<file path="src/rtl/change_dispenser.sv">
// Change dispenser: pays out a latched balance as greedy coins (Rs 10/5/2/1)
// over a valid/ready handshake, with hopper-stall fault detection and recovery.
module change_dispenser #(
  parameter int unsigned JAM_CYCLES = 16
) (
  input  logic       i_clk,
  input  logic       i_reset,
  input  logic       i_start,
  input  logic [4:0] i_balance,
  input  logic       i_coin_ready,
  input  logic       i_clear_fault,
  output logic       o_coin_valid,
  output logic [1:0] o_coin_type,
  output logic       o_busy,
  output logic       o_done,
  output logic       o_fault,
  output logic [4:0] o_remaining,
  output logic [2:0] o_coin_count
);

  localparam int unsigned BAL_W   = 5;
  localparam int unsigned CNT_W   = 3;
  localparam int unsigned TYPE_W  = 2;
  localparam int unsigned STALL_W = 8;

  typedef enum logic [1:0] {
    S_IDLE  = 2'd0,
    S_OFFER = 2'd1,
    S_FAULT = 2'd2,
    S_DONE  = 2'd3
  } state_t;

  function automatic logic [TYPE_W-1:0] greedy_type(input logic [BAL_W-1:0] amt);
    if (amt >= BAL_W'(10))     greedy_type = 2'b11;
    else if (amt >= BAL_W'(5)) greedy_type = 2'b10;
    else if (amt >= BAL_W'(2)) greedy_type = 2'b01;
    else                       greedy_type = 2'b00;
  endfunction

  function automatic logic [BAL_W-1:0] coin_value(input logic [TYPE_W-1:0] t);
    case (t)
      2'b11:   coin_value = BAL_W'(10);
      2'b10:   coin_value = BAL_W'(5);
      2'b01:   coin_value = BAL_W'(2);
      default: coin_value = BAL_W'(1);
    endcase
  endfunction

  state_t              r_state;
  logic [BAL_W-1:0]    r_remaining;
  logic [CNT_W-1:0]    r_coin_count;
  logic [STALL_W-1:0]  r_stall;
  logic                r_coin_valid;
  logic [TYPE_W-1:0]   r_coin_type;
  logic                r_busy;
  logic                r_done;
  logic                r_fault;

  state_t              w_state_nxt;
  logic [BAL_W-1:0]    w_rem_nxt;
  logic [CNT_W-1:0]    w_cnt_nxt;
  logic [STALL_W-1:0]  w_stall_nxt;
  logic [STALL_W-1:0]  w_stall_inc;
  logic [BAL_W-1:0]    w_rem_after;
  logic                w_coin_valid_nxt;
  logic [TYPE_W-1:0]   w_coin_type_nxt;
  logic                w_busy_nxt;
  logic                w_done_nxt;
  logic                w_fault_nxt;

  // Next-state, datapath and registered-output decode
  always_comb begin
    w_state_nxt  = r_state;
    w_rem_nxt    = r_remaining;
    w_cnt_nxt    = r_coin_count;
    w_stall_nxt  = r_stall;
    w_stall_inc  = STALL_W'(r_stall + STALL_W'(1));
    w_rem_after  = BAL_W'(r_remaining - coin_value(greedy_type(r_remaining)));

    unique case (r_state)
      S_IDLE: begin
        if (i_start) begin
          w_cnt_nxt   = '0;
          w_stall_nxt = '0;
          if (i_balance != '0) begin
            w_rem_nxt   = i_balance;
            w_state_nxt = S_OFFER;
          end else begin
            w_state_nxt = S_DONE;
          end
        end
      end
      S_OFFER: begin
        if (i_coin_ready) begin
          w_rem_nxt   = w_rem_after;
          w_cnt_nxt   = CNT_W'(r_coin_count + CNT_W'(1));
          w_stall_nxt = '0;
          if (w_rem_after == '0) w_state_nxt = S_DONE;
        end else begin
          w_stall_nxt = w_stall_inc;
          if (w_stall_inc == STALL_W'(JAM_CYCLES)) w_state_nxt = S_FAULT;
        end
      end
      S_FAULT: begin
        if (i_clear_fault) begin
          w_stall_nxt = '0;
          w_state_nxt = S_OFFER;
        end
      end
      S_DONE: begin
        w_state_nxt = S_IDLE;
      end
      default: begin
        w_state_nxt = S_IDLE;
      end
    endcase

    w_coin_valid_nxt = (w_state_nxt == S_OFFER);
    w_busy_nxt       = (w_state_nxt == S_OFFER) || (w_state_nxt == S_FAULT);
    w_done_nxt       = (w_state_nxt == S_DONE);
    w_fault_nxt      = (w_state_nxt == S_FAULT);
    w_coin_type_nxt  = (w_state_nxt == S_OFFER) ? greedy_type(w_rem_nxt) : '0;
  end

  // State and output registers
  always_ff @(posedge i_clk) begin
    if (!i_reset) begin
      r_state      <= S_IDLE;
      r_remaining  <= '0;
      r_coin_count <= '0;
      r_stall      <= '0;
      r_coin_valid <= 1'b0;
      r_coin_type  <= '0;
      r_busy       <= 1'b0;
      r_done       <= 1'b0;
      r_fault      <= 1'b0;
    end else begin
      r_state      <= w_state_nxt;
      r_remaining  <= w_rem_nxt;
      r_coin_count <= w_cnt_nxt;
      r_stall      <= w_stall_nxt;
      r_coin_valid <= w_coin_valid_nxt;
      r_coin_type  <= w_coin_type_nxt;
      r_busy       <= w_busy_nxt;
      r_done       <= w_done_nxt;
      r_fault      <= w_fault_nxt;
    end
  end

  assign o_coin_valid = r_coin_valid;
  assign o_coin_type  = r_coin_type;
  assign o_busy       = r_busy;
  assign o_done       = r_done;
  assign o_fault      = r_fault;
  assign o_remaining  = r_remaining;
  assign o_coin_count = r_coin_count;

endmodule

</file>
<file path="config.mk">
export PLATFORM = sky130hd
export DESIGN_NAME = change_dispenser
export DESIGN_NICKNAME = d
export VERILOG_FILES = /design/src/rtl/change_dispenser.sv
export SDC_FILE = /design/constraint.sdc
export NUM_CORES = 1
export LEC_CHECK = 0
export BUFFER_PORTS_ARGS = -buffer_cell sky130_fd_sc_hd__buf_2
export CAP_MARGIN = 20
export CORE_MARGIN = 5
export CORE_UTILIZATION = 45
export DETAILED_ROUTE_END_ITERATION = 10
export PLACE_DENSITY = 0.66
export RECOVER_POWER = 100
export SLEW_MARGIN = 20
export SYNTH_ARGS = -nofsm -noshare
export SYNTH_HDL_FRONTEND = slang
export SYNTH_SLANG_ARGS = --single-unit
export TNS_END_PERCENT = 20
</file>
<file path="constraint.sdc">
create_clock -name i_clk -period 9.08 [get_ports i_clk]
set_clock_uncertainty 0.1 [all_clocks]
set_input_delay 0.908 -clock i_clk [delete_from_list [all_inputs] [get_ports i_clk]]
set_output_delay 0.908 -clock i_clk [all_outputs]
set_load 0.02 [all_outputs]
</file>
==> impl_metrics.csv, run 1 <==
group,metric,value,unit
run_status,status,"finished clean",
power,seqPwrFrac,42.8,%
yosys,synth_nets,196,
place,routabilityCongestion,0.869,
worst_setup_path,slowest_stage,"dfxtp_1",
power,p_int,188,uW
grt,first_global_vias,1330,
yosys,ys_seq_area_share,32.8,%
cells_and_area,drive_above_1_share,9.55,%
cts,hold_buffers,0,
worst_setup_path,path_max_fanout,6,
yosys,synth_common_cells,"27 x nor2_1, 24 x dfxtp_1, 14 x a21oi_1",
drt,top_layer,"met4",
power,power_switching_share,32.0,%
yosys,synth_edf_count,0,
cells_and_area,num_antenna_cells,0,
drt,drtAntennaViolNets,0,
place,place_inst,239,
yosys,synth_top_area_share,32.8,%
cells_and_area,nNetsFinal,220,
timing,slew_headroom,69.8,%
job,max-cap-violations,0,
yosys,ys.flop_type,"dfxtp_1",
hold_path,min_delay_worst_endpoint,"o_coin_count[0]",
cts,post_cts_buffers,0,
drt,met1Wirelength,1560,um
hold_path,min-delay-start,"o_coin_count[0]",
worst_setup_path,cp.required,9.20,ns
timing,hold_viol,0,
place,post-dp-hpwl,2680,um
drt,drt-pass1-iter-count,4,
hold_path,hold_depth,2,
cts,clkSinkCount,24,
power,power_switching,88.6,uW
timing,tightestPinTransition,0.449,ns
worst_setup_path,arrival,3.53,ns
yosys,ys_warn_count,0,
grt,grt_pass1_wl,6080,um
cts,cts.repair.resized,0,
yosys,synth_cells,176,
worst_setup_path,reg2reg_depth,15,
yosys,synth_area,1470,um^2
worst_setup_path,crit_family,"simple AND/OR/NAND/NOR gates",
die,rows,20,
cells_and_area,finalNonFillerCells,243,
cells_and_area,fillers,321,
die,die_area,4500,um^2
cells_and_area,syn2layout_area_growth,10.7,%
yosys,ys_ff_latch,24,
power,p_per_area,171,nW/um^2
worst_setup_path,end_kind,"flop",
timing,tns,0,ns
drt,drt-initial-drc-count,78,
drt,wl_met2,1680,um
timing,final.period_utilization,37.5,%
worst_setup_path,critPathMaxStageDelay,0.43,ns
place,io_buffers,23,
grt,grt_usage,17.4,%
cts,cts_root_buffer,"clkbuf_4",
power,clkPwrFrac,28.1,%
drt,drc,0,
power,pwr-share-comb,29.1,%
yosys,synth_area_leaders,"dfxtp_1 33%, ha_1 7.7%, nor2_1 6.9%",
drt,routedWlPerCell,14.1,um
worst_setup_path,ff2ff_setup_slack,5.67,ns
grt,grt_max_degree,15,
yosys,synth_cell_types,51,
worst_setup_path,cp-start-kind,"flop",
power,irDropWorstVdd,0.0879,mV
drt,wl,3420,um
die,core,3080,um^2
timing,period_minus_slack,3.41,ns
die,die_x,67.1,um
worst_setup_path,r2r_start,"o_remaining[1]",
yosys,syn-mean-instance-area,8.32,um^2
timing,rsz0062_at_grt,"false",
die,die_h,67.1,um
yosys,yosysMostFrequentCell,"nor2_1",
worst_setup_path,path_buf_inv,1,
cts,cts_tree,"done",
timing,drv_slew,0,
worst_setup_path,path_cells,"nor2_1 > nor3b_1 > a21oi_1 > or2_2 > ha_1 > and3b_1 > or3_1 > a21oi_1 > a22oi_1 > o22ai_1 > inv_1 > ha_1 > and2_0 > o31ai_1 > a31oi_1",
grt,overflow,0,
worst_setup_path,rr_endpoint,"o_coin_type[0]",
die,start_util,47.6,%
drt,dr_total_vias,1346,
drt,met3_length,145,um
power,power_leakage,0.000631,uW
timing,setup_violations,0,
grt,grt_antenna_before_repair,0,
timing,fmax,0.293,GHz
hold_path,min_path_type,"flop to flop",
worst_setup_path,critPathKind,"flop to flop",
yosys,async_flop_share,0,%
cts,path_clk_slew,0.13,ns
cts,cts_buffer_depth,2,
cts,cts_buffers,3,
drt,via_per_inst,5.54,
die,io_pins,24,
yosys,synth.largest_area_cell,"dfxtp_1",
cts,clkLatencyLatePin,0.32,ns
cts,cts-htree-levels,1,
## how the worst max path moves through the flow
stage,to,depth (start not counted),slack (ns),startpoint
2_1_floorplan,o_coin_type[1],14,6.01,o_remaining[1]
3_3_place_gp,o_coin_type[0],15,6.01,o_remaining[1]
3_5_place_dp,o_coin_type[0],15,5.85,o_remaining[1]
6_report,o_coin_type[0],15,5.67,o_remaining[1]
5_1_grt,o_coin_type[1],14,5.34,o_remaining[1]
4_1_cts,o_coin_type[0],15,5.80,o_remaining[1]
## sequential cells by signal, indices dropped and copies added, names as in the netlist
signal and flops:
o_done 1, o_fault 1, o_busy 1, r_stall 8, o_coin_type 2, o_coin_valid 1
o_remaining 5, o_coin_count 3, r_state 2
## metal layers
| layer | global-route usage, % | up-vias |
|---|---|---|
| met2 | 29.1 | 33 |
| met4 | 5.32 | 0 |
| met1 | 22.9 | 638 |
| li1 | - | 670 |
| met3 | 2.53 | 5 |
| met5 | 0 | - |
## logic make-up (layout without fill, tap and decap cells)
logic type	Yosys count	after routing	synth area share, %
XOR/XNOR	5	5	2.99
AND/OR/NAND/NOR	76	76	28.9
adder cells (fa/ha/maj)	10	10	9.05
AO/OA/AOI/OAI	45	45	21.1
buffers and inverters	16	39	5.12
flip-flops	24	24	32.8
## stage by stage
step | instance area [um^2] | utilization (%) | total power [uW] | setup WS, ns | hold slack, ns
4_1_cts | 1660 | 53.9 | 281 | 5.80 | 0.439
2_1_floorplan | 1470 | - | 180 | 6.01 | 0.374
6_report | 1620 | 52.7 | 277 | 5.67 | 0.436
3_3_place_gp | 1610 | 52.2 | 200 | 6.01 | 0.388
5_1_grt | 1620 | 52.7 | 296 | 5.34 | 0.472
3_5_place_dp | 1610 | 52.2 | 203 | 5.85 | 0.418
## power by group through the flow
stage          clock, uW  sequential, uW  combinational [uW]
5_1_grt             85.3             120                91.0
3_5_place_dp           0             121                82.6
4_1_cts             79.4             118                83.0
3_3_place_gp           0             120                80.1
2_1_floorplan          0             125                55.7
6_report            77.7             118                80.4
## cell usage in the layout (no fill, tap or decap), drive strengths merged, types with 2 or more instances in the layout
cell,Yosys,final
nor2,27,27
dfxtp,24,24
clkbuf,2,19
a21oi,14,14
inv,12,12
and2,10,10
o21ai,9,9
ha,9,9
nand2,8,8
buf,2,7
nor2b,4,4
xor2,4,4
nand3b,4,4
nand3,4,4
nor3b,4,4
a22oi,3,3
or2,3,3
a221oi,2,2
nand2b,2,2
and3b,2,2
or3,2,2
o221ai,2,2
nor3,2,2
a31oi,2,2
a21boi,2,2
## tightest hold or removal path, delay by kind of cell, from the launching register on
family	cells	cell delay [ns]
DFF	1	0.37
AOI/OAI and AO/OA	1	0.06
and+or+nand+nor	1	0.07
## final cells by class
type	count	area [um^2]	share of cell area, %
Multi-Input combinational cell	136	893	55.1
Timing Repair Buffer	23	95.1	5.86
Tap cell	44	55.1	3.40
Inverter	12	45.0	2.78
Sequential cell	24	480	29.6
Clock buffer	3	22.5	1.39
Clock inverter	1	30.0	1.85
Power figures use the tool's default switching activity.
==> inputs of run 2 (changes only) <==
--- a/config.mk
+++ b/config.mk
@@ -10,7 +10,7 @@
 export CORE_MARGIN = 5
 export CORE_UTILIZATION = 45
 export DETAILED_ROUTE_END_ITERATION = 10
-export PLACE_DENSITY = 0.66
+export PLACE_DENSITY = 0.69
 export RECOVER_POWER = 100
 export SLEW_MARGIN = 20
 export SYNTH_ARGS = -nofsm -noshare
==> constraint.sdc (replaced) <==
create_clock -name i_clk -period 2.8 [get_ports i_clk]
set_clock_uncertainty 0.1 [all_clocks]
set_input_delay 0.28 -clock i_clk [delete_from_list [all_inputs] [get_ports i_clk]]
set_output_delay 0.28 -clock i_clk [all_outputs]
set_load 0.02 [all_outputs]
==> run 2 against run 1 <==
Compared with the run above:
- flip-flop and latch count stayed put
- core utilization increased by 8.2 points
- largest cell class unchanged
- critical path type unchanged
- non-clock buffer count grew 15
==> impl_metrics.csv, run 2 (synthesis results as in run 1) <==
group,metric,value,unit
timing,slew_headroom,57.4,%
grt,grt_usage,17.0,%
power,irDropWorstVdd,0.237,mV
cells_and_area,final_cell_mix,"26 x nor2_1, 20 x dfxtp_1, 16 x buf_2",
run_status,status,"finished clean",
timing,rsz0062_at_grt,"true",
drt,routedWlPerCell,13.8,um
cts,cts_root_buffer,"clkbuf_4",
power,power_leakage,0.000778,uW
grt,overflow,0,
timing,hold_ws,0.172,ns
drt,wl,3570,um
worst_setup_path,end_kind,"flop",
cells_and_area,regArea,490,um^2
drt,drc,0,
drt,drtAntennaViolNets,0,
die,rows,20,
timing,hold_viol,0,
die,die_area,4500,um^2
worst_setup_path,critPathKind,"flop to flop",
cts,cts_buffers,3,
grt,grt_max_degree,15,
worst_setup_path,cp.required,2.92,ns
drt,drt-pass1-iter-count,5,
worst_setup_path,arrival,2.91,ns
worst_setup_path,cp-start-kind,"flop",
cts,path_clk_slew,0.13,ns
cells_and_area,drive_above_1_share,31.8,%
hold_path,hold_depth,2,
drt,dr_total_vias,1384,
place,post-place-ws,-0.0795,ns
cells_and_area,top_register,"r_stall",
timing,period_minus_slack,2.79,ns
cells_and_area,nNetsFinal,235,
cts,cts_tree,"done",
cts,clkSinkCount,24,
worst_setup_path,slowest_stage,"fa_2",
place,post_dp_cell_area,1720,um^2
cts,cts_buffer_depth,2,
place,io_buffers,23,
timing,tightestPinTransition,0.633,ns
timing,fmax,0.358,GHz
cells_and_area,syn2layout_area_growth,27.8,%
hold_path,min_path_type,"input pin to flop",
die,die_x,67.1,um
worst_setup_path,path_max_fanout,3,
worst_setup_path,path_cells,"nor2_4 > nor3b_2 > nor2_1 > nor2_1 > ha_2 > fa_2 > nand2b_4 > a21oi_4 > xor2_1 > a22oi_2 > o22ai_2 > inv_1 > ha_2 > and2_4 > o31ai_2 > a31oi_1",
worst_setup_path,critPathMaxStageDelay,0.40,ns
worst_setup_path,reg2reg_depth,16,
cells_and_area,num_antenna_cells,0,
cts,clkLatencyLatePin,0.32,ns
cells_and_area,largest_register_ff_count,8,
grt,grt_pass1_wl,5930,um
place,post-dp-hpwl,2740,um
cts,cts-htree-levels,1,
timing,drv_slew,0,
timing,final.period_utilization,99.8,%
place,routabilityCongestion,0.897,
die,core,3080,um^2
drt,via_per_inst,5.36,
cells_and_area,final_common_cell,"nor2_1",
drt,drt-initial-drc-count,91,
timing,fin_ws,0.00582,ns
timing,setup_violations,0,
cells_and_area,fillers,292,
power,p_per_area,560,nW/um^2
die,io_pins,24,
die,start_util,47.6,%
job,max-cap-violations,0,
cells_and_area,design_area,1870,um^2
grt,grt_antenna_before_repair,0,
cells_and_area,multi_input_comb_area,1010,um^2
grt,first_global_vias,1325,
die,die_h,67.1,um
==> run 2: changes by cell type in the layout (fill, tap and decap cells not counted), sizes merged <==
| cell | change |
|---|---|
| clkbuf | -9 |
| buf | +24 |
==> run 2: what timing repair did <==
item | in CTS | in global routing
endpoints found under the setup margin | 5 | 7
buffers inserted | 4 | 0
resized for setup | 10 | 12
hold buffers | 0 | 0
pin swaps | 10 | 14
==> run 2: where the power goes <==
| group | leakage, uW | internal, uW | total (uW) | switching (uW) |
|---|---|---|---|---|
| clock network | 0.0000279 | 145 | 253 | 108 |
| registers | 0.000198 | 362 | 381 | 19.5 |
| logic | 0.000553 | 203 | 415 | 211 |
==> run 2: path summary, 6_finish.rpt <==
check                        from         endpoint  slack [ns]
setup / recovery   o_remaining[0]   o_coin_type[0]       0.006
hold / removal            i_reset   o_remaining[0]        0.17
setup reg to reg   o_remaining[0]   o_coin_type[0]       0.006
hold reg to reg   o_coin_count[0]  o_coin_count[0]        0.42
==> run 2: layout make-up <==
type	instances	area share, %
Clock buffer	3	1.20
Clock inverter	1	1.60
Inverter	12	2.40
Multi-Input combinational cell	136	53.8
Sequential cell	24	26.2
Tap cell	44	2.94
Timing Repair Buffer	38	11.9
==> run 2: critical path, delay by kind of cell, from the launching register on <==
family,cells,cell delay [ns]
AND/OR/NAND/NOR,6,0.70
AO/OA/AOI/OAI,5,0.47
flip-flops,1,0.37
buffers and inverters,1,0.06
XOR/XNOR,1,0.20
adder cells (fa/ha/maj),3,0.78
==> run 2: stage by stage <==
step	power, uW	std cells	setup TNS, ns	utilization (%)
global placement	697	250	0	55.7
detailed placement	709	250	-0.185	55.7
global route	1110	258	-0.270	60.9
finish	1050	258	0	60.9
floorplan	593	176	0	-
CTS	1010	258	0	59.6
==> run 2: metal layers <==
metal | part of all wire (%) | global-route usage (%) | vias to the layer above | wire length (um)
li1 | - | - | 700 | -
met1 | 43 | 19.7 | 656 | 1550
met2 | 52 | 30.8 | 21 | 1860
met3 | 3.1 | 2.70 | 7 | 112
met4 | 1.5 | 6.33 | 0 | 53
met5 | 0 | 0 | - | 0
